==> src/rtl/debug_pkg.sv <==
// Shared types and constants for the debug serial transmitter.
// The optional checksum byte is enabled by DEBUG_TX_CHECKSUM_EN in debug_uart_tx.
package debug_pkg;

    typedef enum logic [1:0] {
        IDLE,
        LOAD,
        SEND,
        FINISH
    } frame_state_e;

    typedef enum logic [1:0] {
        B_IDLE,
        B_START,
        B_DATA,
        B_STOP
    } bit_state_e;

    localparam logic [7:0] DEFAULT_SYNC_BYTE = 8'hA5;
    localparam int         PORT_COUNT        = 7;

    // Bit counter positions: 0 = start, 1..8 = data LSB first, 9 = stop.
    localparam logic [3:0] LAST_DATA_BIT_IDX = 4'd8;
    localparam logic [3:0] STOP_BIT_IDX      = 4'd9;

    function automatic logic [7:0] sum_bytes(input logic [PORT_COUNT-1:0][7:0] bytes);
        logic [7:0] acc;
        acc = 8'h00;
        for (int i = 0; i < PORT_COUNT; i++) begin
            acc = acc + bytes[i];
        end
        return acc;
    endfunction

endpackage

==> src/rtl/uart_tx_byte.sv <==
// UART 8N1 bit engine: shifts one byte out LSB first, CLKS_PER_BIT cycles per bit.
// A reload presented in the final stop-bit cycle starts the next byte with no idle gap.
module uart_tx_byte
    import debug_pkg::*;
#(
    parameter int CLKS_PER_BIT = 434
) (
    input  logic       clk,
    input  logic       reset,
    input  logic       load,
    input  logic [7:0] data,
    output logic       tx,
    output logic       byte_done
);

    localparam int               CNT_W    = $clog2(CLKS_PER_BIT);
    localparam logic [CNT_W-1:0] CNT_LAST = CNT_W'(CLKS_PER_BIT - 1);

    bit_state_e       state_q, state_d;
    logic [CNT_W-1:0] cyc_q, cyc_d;
    logic [3:0]       bit_q, bit_d;
    logic [7:0]       shift_q, shift_d;
    logic             tx_q, tx_d;
    logic             bit_end;

    assign bit_end = (cyc_q == CNT_LAST);
    assign tx      = tx_q;

    always_ff @(posedge clk) begin
        if (reset) begin
            state_q <= B_IDLE;
            cyc_q   <= '0;
            bit_q   <= 4'd0;
            shift_q <= 8'h00;
            tx_q    <= 1'b1;
        end else begin
            state_q <= state_d;
            cyc_q   <= cyc_d;
            bit_q   <= bit_d;
            shift_q <= shift_d;
            tx_q    <= tx_d;
        end
    end

    always_comb begin
        state_d   = state_q;
        cyc_d     = cyc_q;
        bit_d     = bit_q;
        shift_d   = shift_q;
        tx_d      = tx_q;
        byte_done = 1'b0;

        if (state_q != B_IDLE) begin
            cyc_d = bit_end ? '0 : cyc_q + 1'b1;
        end

        case (state_q)
            B_IDLE: begin
                tx_d = 1'b1;
                if (load) begin
                    state_d = B_START;
                    tx_d    = 1'b0;
                    shift_d = data;
                    bit_d   = 4'd0;
                    cyc_d   = '0;
                end
            end
            B_START: begin
                if (bit_end) begin
                    state_d = B_DATA;
                    bit_d   = 4'd1;
                    tx_d    = shift_q[0];
                    shift_d = {1'b0, shift_q[7:1]};
                end
            end
            B_DATA: begin
                if (bit_end) begin
                    if (bit_q == LAST_DATA_BIT_IDX) begin
                        state_d = B_STOP;
                        bit_d   = STOP_BIT_IDX;
                        tx_d    = 1'b1;
                    end else begin
                        bit_d   = bit_q + 4'd1;
                        tx_d    = shift_q[0];
                        shift_d = {1'b0, shift_q[7:1]};
                    end
                end
            end
            B_STOP: begin
                if (bit_end) begin
                    // The stop bit's last cycle doubles as the idle slot for a reload.
                    byte_done = 1'b1;
                    bit_d     = 4'd0;
                    if (load) begin
                        state_d = B_START;
                        tx_d    = 1'b0;
                        shift_d = data;
                    end else begin
                        state_d = B_IDLE;
                        tx_d    = 1'b1;
                    end
                end
            end
            default: begin
                state_d = B_IDLE;
                tx_d    = 1'b1;
            end
        endcase
    end

endmodule

==> src/rtl/debug_uart_tx.sv <==
// Snapshots the seven CPU debug ports and sends SYNC, port1..port7 as UART 8N1 bytes.
// Define DEBUG_TX_CHECKSUM_EN to append a ninth byte: the 8-bit sum of the seven ports.
module debug_uart_tx
    import debug_pkg::*;
#(
    parameter int         CLKS_PER_BIT = 434,
    parameter logic [7:0] SYNC_BYTE    = DEFAULT_SYNC_BYTE
) (
    input  logic       clk,
    input  logic       reset,
    input  logic       start,
    input  logic [7:0] debug_port1,
    input  logic [7:0] debug_port2,
    input  logic [7:0] debug_port3,
    input  logic [7:0] debug_port4,
    input  logic [7:0] debug_port5,
    input  logic [7:0] debug_port6,
    input  logic [7:0] debug_port7,
    output logic       tx,
    output logic       busy,
    output logic       done
);

`ifdef DEBUG_TX_CHECKSUM_EN
    localparam logic [3:0] LAST_IDX = 4'd8;
`else
    localparam logic [3:0] LAST_IDX = 4'd7;
`endif

    frame_state_e                state_q, state_d;
    logic [3:0]                  idx_q, idx_d;
    logic [PORT_COUNT-1:0][7:0]  snap_q, snap_d;
    logic                        accept;
    logic                        eng_load;
    logic                        byte_done;
    logic [3:0]                  sel_idx;
    logic [7:0]                  load_byte;

`ifdef DEBUG_TX_CHECKSUM_EN
    logic [7:0] checksum;
    assign checksum = sum_bytes(snap_q);
`endif

    // FINISH already reports busy low, so a start there is taken without a gap.
    assign accept = start && ((state_q == IDLE) || (state_q == FINISH));

    always_ff @(posedge clk) begin
        if (reset) begin
            state_q <= IDLE;
            idx_q   <= 4'd0;
            snap_q  <= '0;
        end else begin
            state_q <= state_d;
            idx_q   <= idx_d;
            snap_q  <= snap_d;
        end
    end

    always_comb begin
        snap_d = snap_q;
        if (accept) begin
            snap_d = {debug_port7, debug_port6, debug_port5, debug_port4,
                      debug_port3, debug_port2, debug_port1};
        end
    end

    always_comb begin
        state_d  = state_q;
        idx_d    = idx_q;
        eng_load = 1'b0;
        busy     = 1'b0;
        done     = 1'b0;

        case (state_q)
            IDLE: begin
                if (accept) begin
                    state_d = LOAD;
                end
            end
            LOAD: begin
                busy     = 1'b1;
                idx_d    = 4'd0;
                eng_load = 1'b1;
                state_d  = SEND;
            end
            SEND: begin
                busy = 1'b1;
                if (byte_done) begin
                    if (idx_q == LAST_IDX) begin
                        state_d = FINISH;
                    end else begin
                        idx_d    = idx_q + 4'd1;
                        eng_load = 1'b1;
                    end
                end
            end
            FINISH: begin
                done    = 1'b1;
                state_d = accept ? LOAD : IDLE;
            end
            default: begin
                state_d = IDLE;
            end
        endcase
    end

    // The engine reloads in the same cycle the index advances, so select the upcoming byte.
    always_comb begin
        sel_idx   = (state_q == LOAD) ? 4'd0 : idx_q + 4'd1;
        load_byte = SYNC_BYTE;
        if ((sel_idx >= 4'd1) && (sel_idx <= 4'd7)) begin
            load_byte = snap_q[sel_idx[2:0] - 3'd1];
        end
`ifdef DEBUG_TX_CHECKSUM_EN
        else if (sel_idx == 4'd8) begin
            load_byte = checksum;
        end
`endif
    end

    uart_tx_byte #(
        .CLKS_PER_BIT(CLKS_PER_BIT)
    ) u_byte (
        .clk      (clk),
        .reset    (reset),
        .load     (eng_load),
        .data     (load_byte),
        .tx       (tx),
        .byte_done(byte_done)
    );

endmodule

==> config.mk <==
export PLATFORM = sky130hd
export DESIGN_NAME = debug_uart_tx
export DESIGN_NICKNAME = d
export VERILOG_FILES = /design/src/rtl/debug_pkg.sv /design/src/rtl/uart_tx_byte.sv /design/src/rtl/debug_uart_tx.sv
export SDC_FILE = /design/constraint.sdc
export NUM_CORES = 1
export LEC_CHECK = 0
export CORE_MARGIN = 10
export CORE_UTILIZATION = 54
export CTS_BUF_LIST = sky130_fd_sc_hd__clkbuf_16
export DETAILED_ROUTE_END_ITERATION = 12
export HOLD_SLACK_MARGIN = 0.03
export PLACE_DENSITY_LB_ADDON = 0.15
export RECOVER_POWER = 100
export SYNTH_ARGS = -nofsm -noshare
export SYNTH_HDL_FRONTEND = slang
export SYNTH_SLANG_ARGS = --single-unit
==> constraint.sdc <==
create_clock -name clk -period 3.8 [get_ports clk]
set_clock_uncertainty 0.2 [all_clocks]
set_input_delay 0.95 -clock clk [delete_from_list [all_inputs] [get_ports clk]]
set_output_delay 0.95 -clock clk [all_outputs]
set_load 0.05 [all_outputs]
==> results of run 1 <==
metrics by stage:
step	std cells	utilization	total power, mW
floorplan	523	-	2.30
global placement	662	0.639	2.62
detailed placement	662	0.639	2.66
CTS	678	0.680	3.59
global route	678	0.674	3.77
finish	678	0.674	3.54
logic make-up after synthesis:
logic type	share of synthesized area
buffers and inverters	0.0526
adders and majority gates	0.0438
AOI/OAI and AO/OA	0.202
and+or+nand+nor	0.230
DFF	0.402
xor gates and xnor gates	0.00614
muxes	0.0631
Yosys cell counts, types with 6 or more instances:
master,number,share of area
inv_1,16,0.014
nand3_1,14,0.016
nor3_1,10,0.012
or3_1,6,0.0088
nor2_1,20,0.018
nand2_1,126,0.11
a21oi_1,81,0.095
mux2i_1,9,0.021
dfxtp_1,86,0.40
ha_1,15,0.044
clkbuf_1,24,0.021
o21ai_0,14,0.016
mux4_2,8,0.042
per-layer routing:
metal  part of all wire  track usage  vias to the layer above
met1               0.45        0.211                     1797
li1                   -            -                     1935
met3              0.043       0.0431                       16
met2               0.50        0.306                       91
met5                  0            0                        -
met4              0.014       0.0612                        0
cells in the final DEF, fill, tap and decap left out, drive strengths merged, types with 10 or more instances in the layout:
master	count
nor2	22
inv	18
ha	15
dfxtp	86
nor3	10
clkdlybuf4s50	56
buf	10
a21oi	81
nand2	126
clkbuf	10
nand3	14
o21ai	15
power breakdown:
| group | switching, mW | internal, mW | leakage, nW |
|---|---|---|---|
| Sequential | 0.103 | 1.07 | 0.703 |
| Combinational | 0.872 | 0.574 | 1.11 |
| Clock | 0.354 | 0.572 | 0.155 |
| Total | 1.33 | 2.22 | 1.97 |
worst max path at each step:
stage                               start                             end  slack (ns)  depth (start not counted)
4_1_cts           state_q[1]$_SDFFE_PP0P_                            busy        0.54                          3
6_report          state_q[1]$_SDFFE_PP0P_                            busy        0.56                          3
2_1_floorplan     state_q[1]$_SDFFE_PP0P_  u_byte.shift_q[6]$_SDFFE_PP0P_        0.44                         11
3_3_place_gp      state_q[1]$_SDFFE_PP0P_                            busy        0.97                          3
5_1_grt        u_byte.cyc_q[0]$_SDFF_PP0_  u_byte.state_q[1]$_SDFFE_PP0P_        0.35                          6
3_5_place_dp      state_q[1]$_SDFFE_PP0P_  u_byte.shift_q[4]$_SDFFE_PP0P_        0.83                         10
worst max-delay path, cell delays in order, from the launching register on:
cell and delay [ns]:
dfxtp_1 0.39, inv_1 0.08, ha_1 0.38, dlygate4sd3_1 0.90
area by class of cell:
cell class	count	area, µm²
well taps	102	128
flip-flops and latches	86	1720
clock inverters	7	88.8
fillers	656	2520
inverters	17	63.8
repair buffers	71	678
clock buffers	9	225
multi-input cells	386	2300
flip-flops by register name, indices dropped and copies added (netlist names):
signal / count
u_byte.state_q: 2
u_byte.bit_q: 4
state_q: 2
snap_q: 56
u_byte.shift_q: 8
u_byte.cyc_q: 9
u_byte.tx: 1
idx_q: 4
==> metrics.cfg, run 1 <==
[detailed_routing]
post_drt_wl_per_cell_um=15.4
wirelength_mm=10.4
vias=3839
drc_errors=0
via_per_inst=5.66
first_iter_violations=181
antenna_left=0
drt-pass1-iter-count=5

[clock_tree]
cts_root_buf=clkbuf_16
clockBufferDepth=2
cts_tree=done
cts_sinks=86
cts-buffers-inserted=9
cts_max_level=3
worstSkewPairLatency_ns=0.34
post_cts_buffers=0
cts_resized=0
cts.clk_slew.worst_paths_ns=0.06
cts_hold_buf=0

[die]
die_y_um=109
fp.dieW_um=109
coreArea_mm2=0.00773
rows=32
die_area_mm2=0.0119
io_pins=62
start_util=0.554

[placement]
gp_congestion=0.847
io_buffer_count=61
hpwl_mm=7.49
preCtsSetupSlack_ns=0.832
placed_area_mm2=0.00494

[setup_path]
r2r-start=u_byte.cyc_q[0]$_SDFF_PP0_
end_kind=output pin
r2r_slack_ns=0.59
crit_required_ns=2.65
r2r-end=u_byte.state_q[1]$_SDFFE_PP0P_
r2r_cells=6
cp.arrival_ns=2.09
worstPathMaxFanout=6
crit_path_start_kind=register
criticalPathCategory=register to output pin

[global_routing]
grt_util_all_layers=0.178
grt_pass1_vias=3705
grt_pass1_wl_mm=17.1
antenna_found_initial=0
grt_overflow=0
grt_max_degree=57

[finish]
antenna_cells=0
layout.nets=645
drive_above_1_share=0.0851
stdcell_area_mm2=0.00521
area_growth_pct=21.6

[yosys]
synthDistinctLibCells=62
synth_edf_count=0
synth_cells=523
synth_flop_cell=dfxtp_1
synth_nets=597
synth_async_sr_flop_share=0
ys_ff_latch=86
ys_seq_area_frac=0.402
synth_area_mm2=0.00428
avgSynthCellArea_um2=8.19
ys.warnings.count=0

[job]
drv_cap=0

[min_path]
min-delay-start=snap_q[23]$_SDFFE_PP0P_
min_to=snap_q[23]$_SDFFE_PP0P_
min_path_type=register to register
hold_depth=2

[status]
outcome=completed

[timing]
final.period_utilization=0.853
fin_crit_ns=3.24
clock.fmax_mhz=308
drv_slew=0
fin_hold_ws_ns=0.253
max-slew-margin-rel=0.132
worst_pin_slew_ns=1.29
worst_slack_ns=0.557
hold_violations=0
setup_tns_ns=0
grt_setup_unrepaired=false
setup_violations=0

[power_and_ir_drop]
peakVddDrop_mv=0.364
p_leak_nw=1.97
powerDensity_mw_per_mm2=681

Note: power is estimated with default switching activity, not from simulation.
==> inputs of run 2 (changes only) <==
- SLEW_MARGIN: unset -> 0
==> results of run 2 <==
No change in the layout: final DEF, timing and power equal those of run 1.
==> inputs of run 3 (changes only) <==
- CELL_PAD_IN_SITES_DETAIL_PLACEMENT: unset -> 1
- CELL_PAD_IN_SITES_GLOBAL_PLACEMENT: unset -> 2
- CORE_MARGIN: 10 -> 5
- CORE_UTILIZATION: 54 -> 32
==> run 3 against run 2 <==
Against the previous run: flip-flop and latch count is the same; register-to-register slack gained 0.02 ns; routed wire length grew 17%; total power shrank 0.41%; setup slack lost 0.042 ns; count of clock-buffer cells in the layout is the same; core utilization shrank 27 points; sequential share of layout area shrank 0.42 points.
==> metrics.cfg, run 3 (synthesis gave the netlist of run 1 again) <==
[min_path]
min_path_type=register to register
min-delay-start=snap_q[35]$_SDFFE_PP0P_

[timing]
setup_violations=0
worst_pin_slew_ns=1.01
drv_slew=0
final.period_utilization=0.864
hold_violations=0
clock.fmax_mhz=304
max-slew-margin-rel=0.329
setup_tns_ns=0
fin_hold_ws_ns=0.256
fin_crit_ns=3.28
grt_setup_unrepaired=false

[power_and_ir_drop]
swShare=0.391
power_mw=3.53
p_sw_mw=1.38
comb_power_share=0.416
p_leak_nw=1.96
peakVddDrop_mv=0.293
pwr-share-clk=0.250
internal_power_mw=2.15
powerDensity_mw_per_mm2=670
pwr-share-seq=0.335

[setup_path]
end_kind=output pin
cpLargestDelayFamily=buffers and inverters
crit_required_ns=2.65
slowest_delay_ns=0.90
r2r-start=state_q[1]$_SDFFE_PP0P_
cp.arrival_ns=2.13
worstPathCellList=inv_1, ha_1, dlygate4sd3_1
critPathSlowestCell=dlygate4sd3_1
critPathLaunch=state_q[1]$_SDFFE_PP0P_
criticalPathCategory=register to output pin
worstPathMaxFanout=6
crit_path_start_kind=register
path_buf_inv=2

[clock_tree]
worstSkewPairLatency_ns=0.35
cts_hold_buf=0
cts.clk_slew.worst_paths_ns=0.06
cts_max_level=3
cts_resized=0
cts_root_buf=clkbuf_16
clockBufferDepth=2
cts-buffers-inserted=9
cts_tree=done
post_cts_buffers=0
cts_sinks=86

[die]
die_area_mm2=0.0158
io_pins=62
start_util=0.325
fp.dieW_um=126
rows=42
die_y_um=126
coreArea_mm2=0.0132

[finish]
fillers=1554
layout.nets=646
final_cell_mix=nand2_1, dfxtp_1, a21oi_1
largest-register=snap_q
area_growth_pct=23.1
drive_above_1_share=0.0849
top_regs=snap_q (56), u_byte.cyc_q (9), u_byte.shift_q (8)
final_common_cell=nand2_1
largest_reg_flops=56
stdcell_area_mm2=0.00527
antenna_cells=0

[placement]
gp_congestion=0.827
placed_area_mm2=0.00504
io_buffer_count=61
hpwl_mm=8.84

[detailed_routing]
post_drt_wl_per_cell_um=16.2
drt-pass1-iter-count=4
via_per_inst=5.14
vias=3868
first_iter_violations=222
drc_errors=0
wirelength_mm=12.2
antenna_left=0

[global_routing]
grt_pass1_wl_mm=20.5
grt_overflow=0
grt_util_all_layers=0.160
grt_max_degree=57
antenna_found_initial=0
grt_pass1_vias=4126

[status]
outcome=completed

[job]
drv_cap=0

==> run 3: power groups by stage <==
stage	logic (mW)	registers (mW)	clock network (mW)
after detailed placement	1.53	1.20	0
after floorplan	1.13	1.17	0
final	1.47	1.18	0.882
after global placement	1.50	1.20	0
after CTS	1.54	1.18	0.910
after global routing	1.64	1.20	0.943
==> run 3: path summary, 6_finish.rpt <==
path	end	slack, ns	cells past startpoint
max	busy	0.52	3
min	snap_q[35]$_SDFFE_PP0P_	0.26	2
max reg2reg	u_byte.shift_q[6]$_SDFFE_PP0P_	0.61	10
min reg2reg	snap_q[35]$_SDFFE_PP0P_	0.26	2
==> run 3: area by class of cell <==
type / instances / area [µm²] / share of cell area
Clock buffer: 9 / 225 / 0.0427
Tap cell: 176 / 220 / 0.0418
Multi-Input combinational cell: 386 / 2300 / 0.435
Sequential cell: 86 / 1720 / 0.327
Clock inverter: 7 / 66.3 / 0.0126
Timing Repair Buffer: 72 / 679 / 0.129
Inverter: 17 / 63.8 / 0.0121
==> run 3: worst min-delay path: stages, from the launching register on <==
cell and delay, ns:
dfxtp_1 0.31, nand2_1 0.05, a21oi_1 0.05
==> run 3: metal layers <==
layer | wire [µm] | share of wire | track usage | vias to the layer above
li1 | - | - | - | 1932
met1 | 5610 | 0.46 | 0.197 | 1871
met2 | 6030 | 0.50 | 0.275 | 54
met3 | 388 | 0.032 | 0.0440 | 11
met4 | 151 | 0.012 | 0.0434 | 0
met5 | 0 | 0 | 0 | -
==> run 3: metrics by stage <==
step           instances  utilization  setup slack [ns]
6_report             753        0.400             0.515
5_1_grt              753        0.400             0.353
4_1_cts              753        0.404             0.514
3_5_place_dp         737        0.382             0.763
3_3_place_gp         737        0.382             0.925
2_1_floorplan        523            -             0.439
==> variant (flow settings as in run 2) <==
Register the input `debug_port6` before use, cleared by the reset. The logic sees it one clock later. The other inputs are not delayed to match.
--- a/src/rtl/debug_uart_tx.sv
+++ b/src/rtl/debug_uart_tx.sv
@@ -20,6 +20,16 @@
     output logic       busy,
     output logic       done
 );
+
+    logic [7:0] debug_port6_q;
+
+    always_ff @(posedge clk) begin
+        if (reset) begin
+            debug_port6_q <= '0;
+        end else begin
+            debug_port6_q <= debug_port6;
+        end
+    end
 
 `ifdef DEBUG_TX_CHECKSUM_EN
     localparam logic [3:0] LAST_IDX = 4'd8;
@@ -59,7 +69,7 @@
     always_comb begin
         snap_d = snap_q;
         if (accept) begin
-            snap_d = {debug_port7, debug_port6, debug_port5, debug_port4,
+            snap_d = {debug_port7, debug_port6_q, debug_port5, debug_port4,
                       debug_port3, debug_port2, debug_port1};
         end
     end
Function: same outputs for any inputs over 10 cycles, from zero or initial values and one cycle with reset high; that may be too few to reach the edited logic, so the function may still have changed.
==> variant against run 2 <==
  * The run now ends with max-capacitance violations, max-slew violations left
  * Sequential cell count rose by 8
  * Synthesized area rose by 3.1%
  * Die area rose by 2.6%
  * Cell area rose by 3.3%
  * Utilization rose by 1.2 points
  * Register-to-register slack got worse by 0.18 ns
  * Routed wire length rose by 4.0%
  * Setup slack got worse by 0.15 ns
  * Power rose by 3.5%
  * Highest routed layer unchanged
==> variant: results <==
[final_layout]
finalNonFillerCells = 680
final_area_mm2 = 0.005380
fill_cells = 638

[sta]
hold-worst-slack_ns = 0.2375
slew-limit-headroom_pct = -11.77
max_freq_ghz = 0.2947
drv_slew = 42

[min_path]
min_to = "snap_q[47]"

[synthesis]
synth_xor_area_share_pct = 0.5949
syn_nets = 602
synthMuxAreaShare_pct = 6.799
yosysSeqAreaShare_pct = 42.61

[grt]
grtUsageMet1_pct = 21.38
gr-usage-met3_pct = 3.241
gr-usage-all-layers_pct = 17.29

[routing]
firstDrtPassIters = 4
wl_met2_um = 5326
drt_iter0_markers = 203

[run_status]
status = "complete, but fails checks"
violations = "max-capacitance violations, max-slew violations"

[setup_path]
crit_fanout = 17
rrSetupSlack_ns = 0.41
crit_arrival_ns = 3.42

[pwr]
p_int_uw = 2287
sequentialPowerShare_pct = 34.4

[flow_run]
max_cap_viol_count = 1
-- variant: power groups by stage --
| stage | Sequential, uW | Clock [uW] | Combinational [uW] |
|---|---|---|---|
| floorplan | 1260 | 0 | 1070 |
| global placement | 1280 | 0 | 1390 |
| detailed placement | 1280 | 0 | 1430 |
| CTS | 1260 | 997 | 1440 |
| global route | 1280 | 1040 | 1590 |
| finish | 1260 | 986 | 1420 |
-- variant: area by class of cell --
class,count,area share (%)
Multi-Input combinational cell,389,43.77
Inverter,11,0.7674
Sequential cell,94,34.98
Tap cell,102,2.372
Clock buffer,9,4.186
Clock inverter,7,1.930
Timing Repair Buffer,68,12.00
-- variant: worst max-delay path, stage by stage, from the launching register on --
cell,delay (ns)
dfxtp_1,0.40
inv_1,0.09
ha_1,0.35
nand2b_1,0.24
ha_1,0.67
nor3b_1,0.24
clkbuf_1,0.35
a2bb2oi_1,0.15
a211o_1,0.31
a311oi_1,0.28
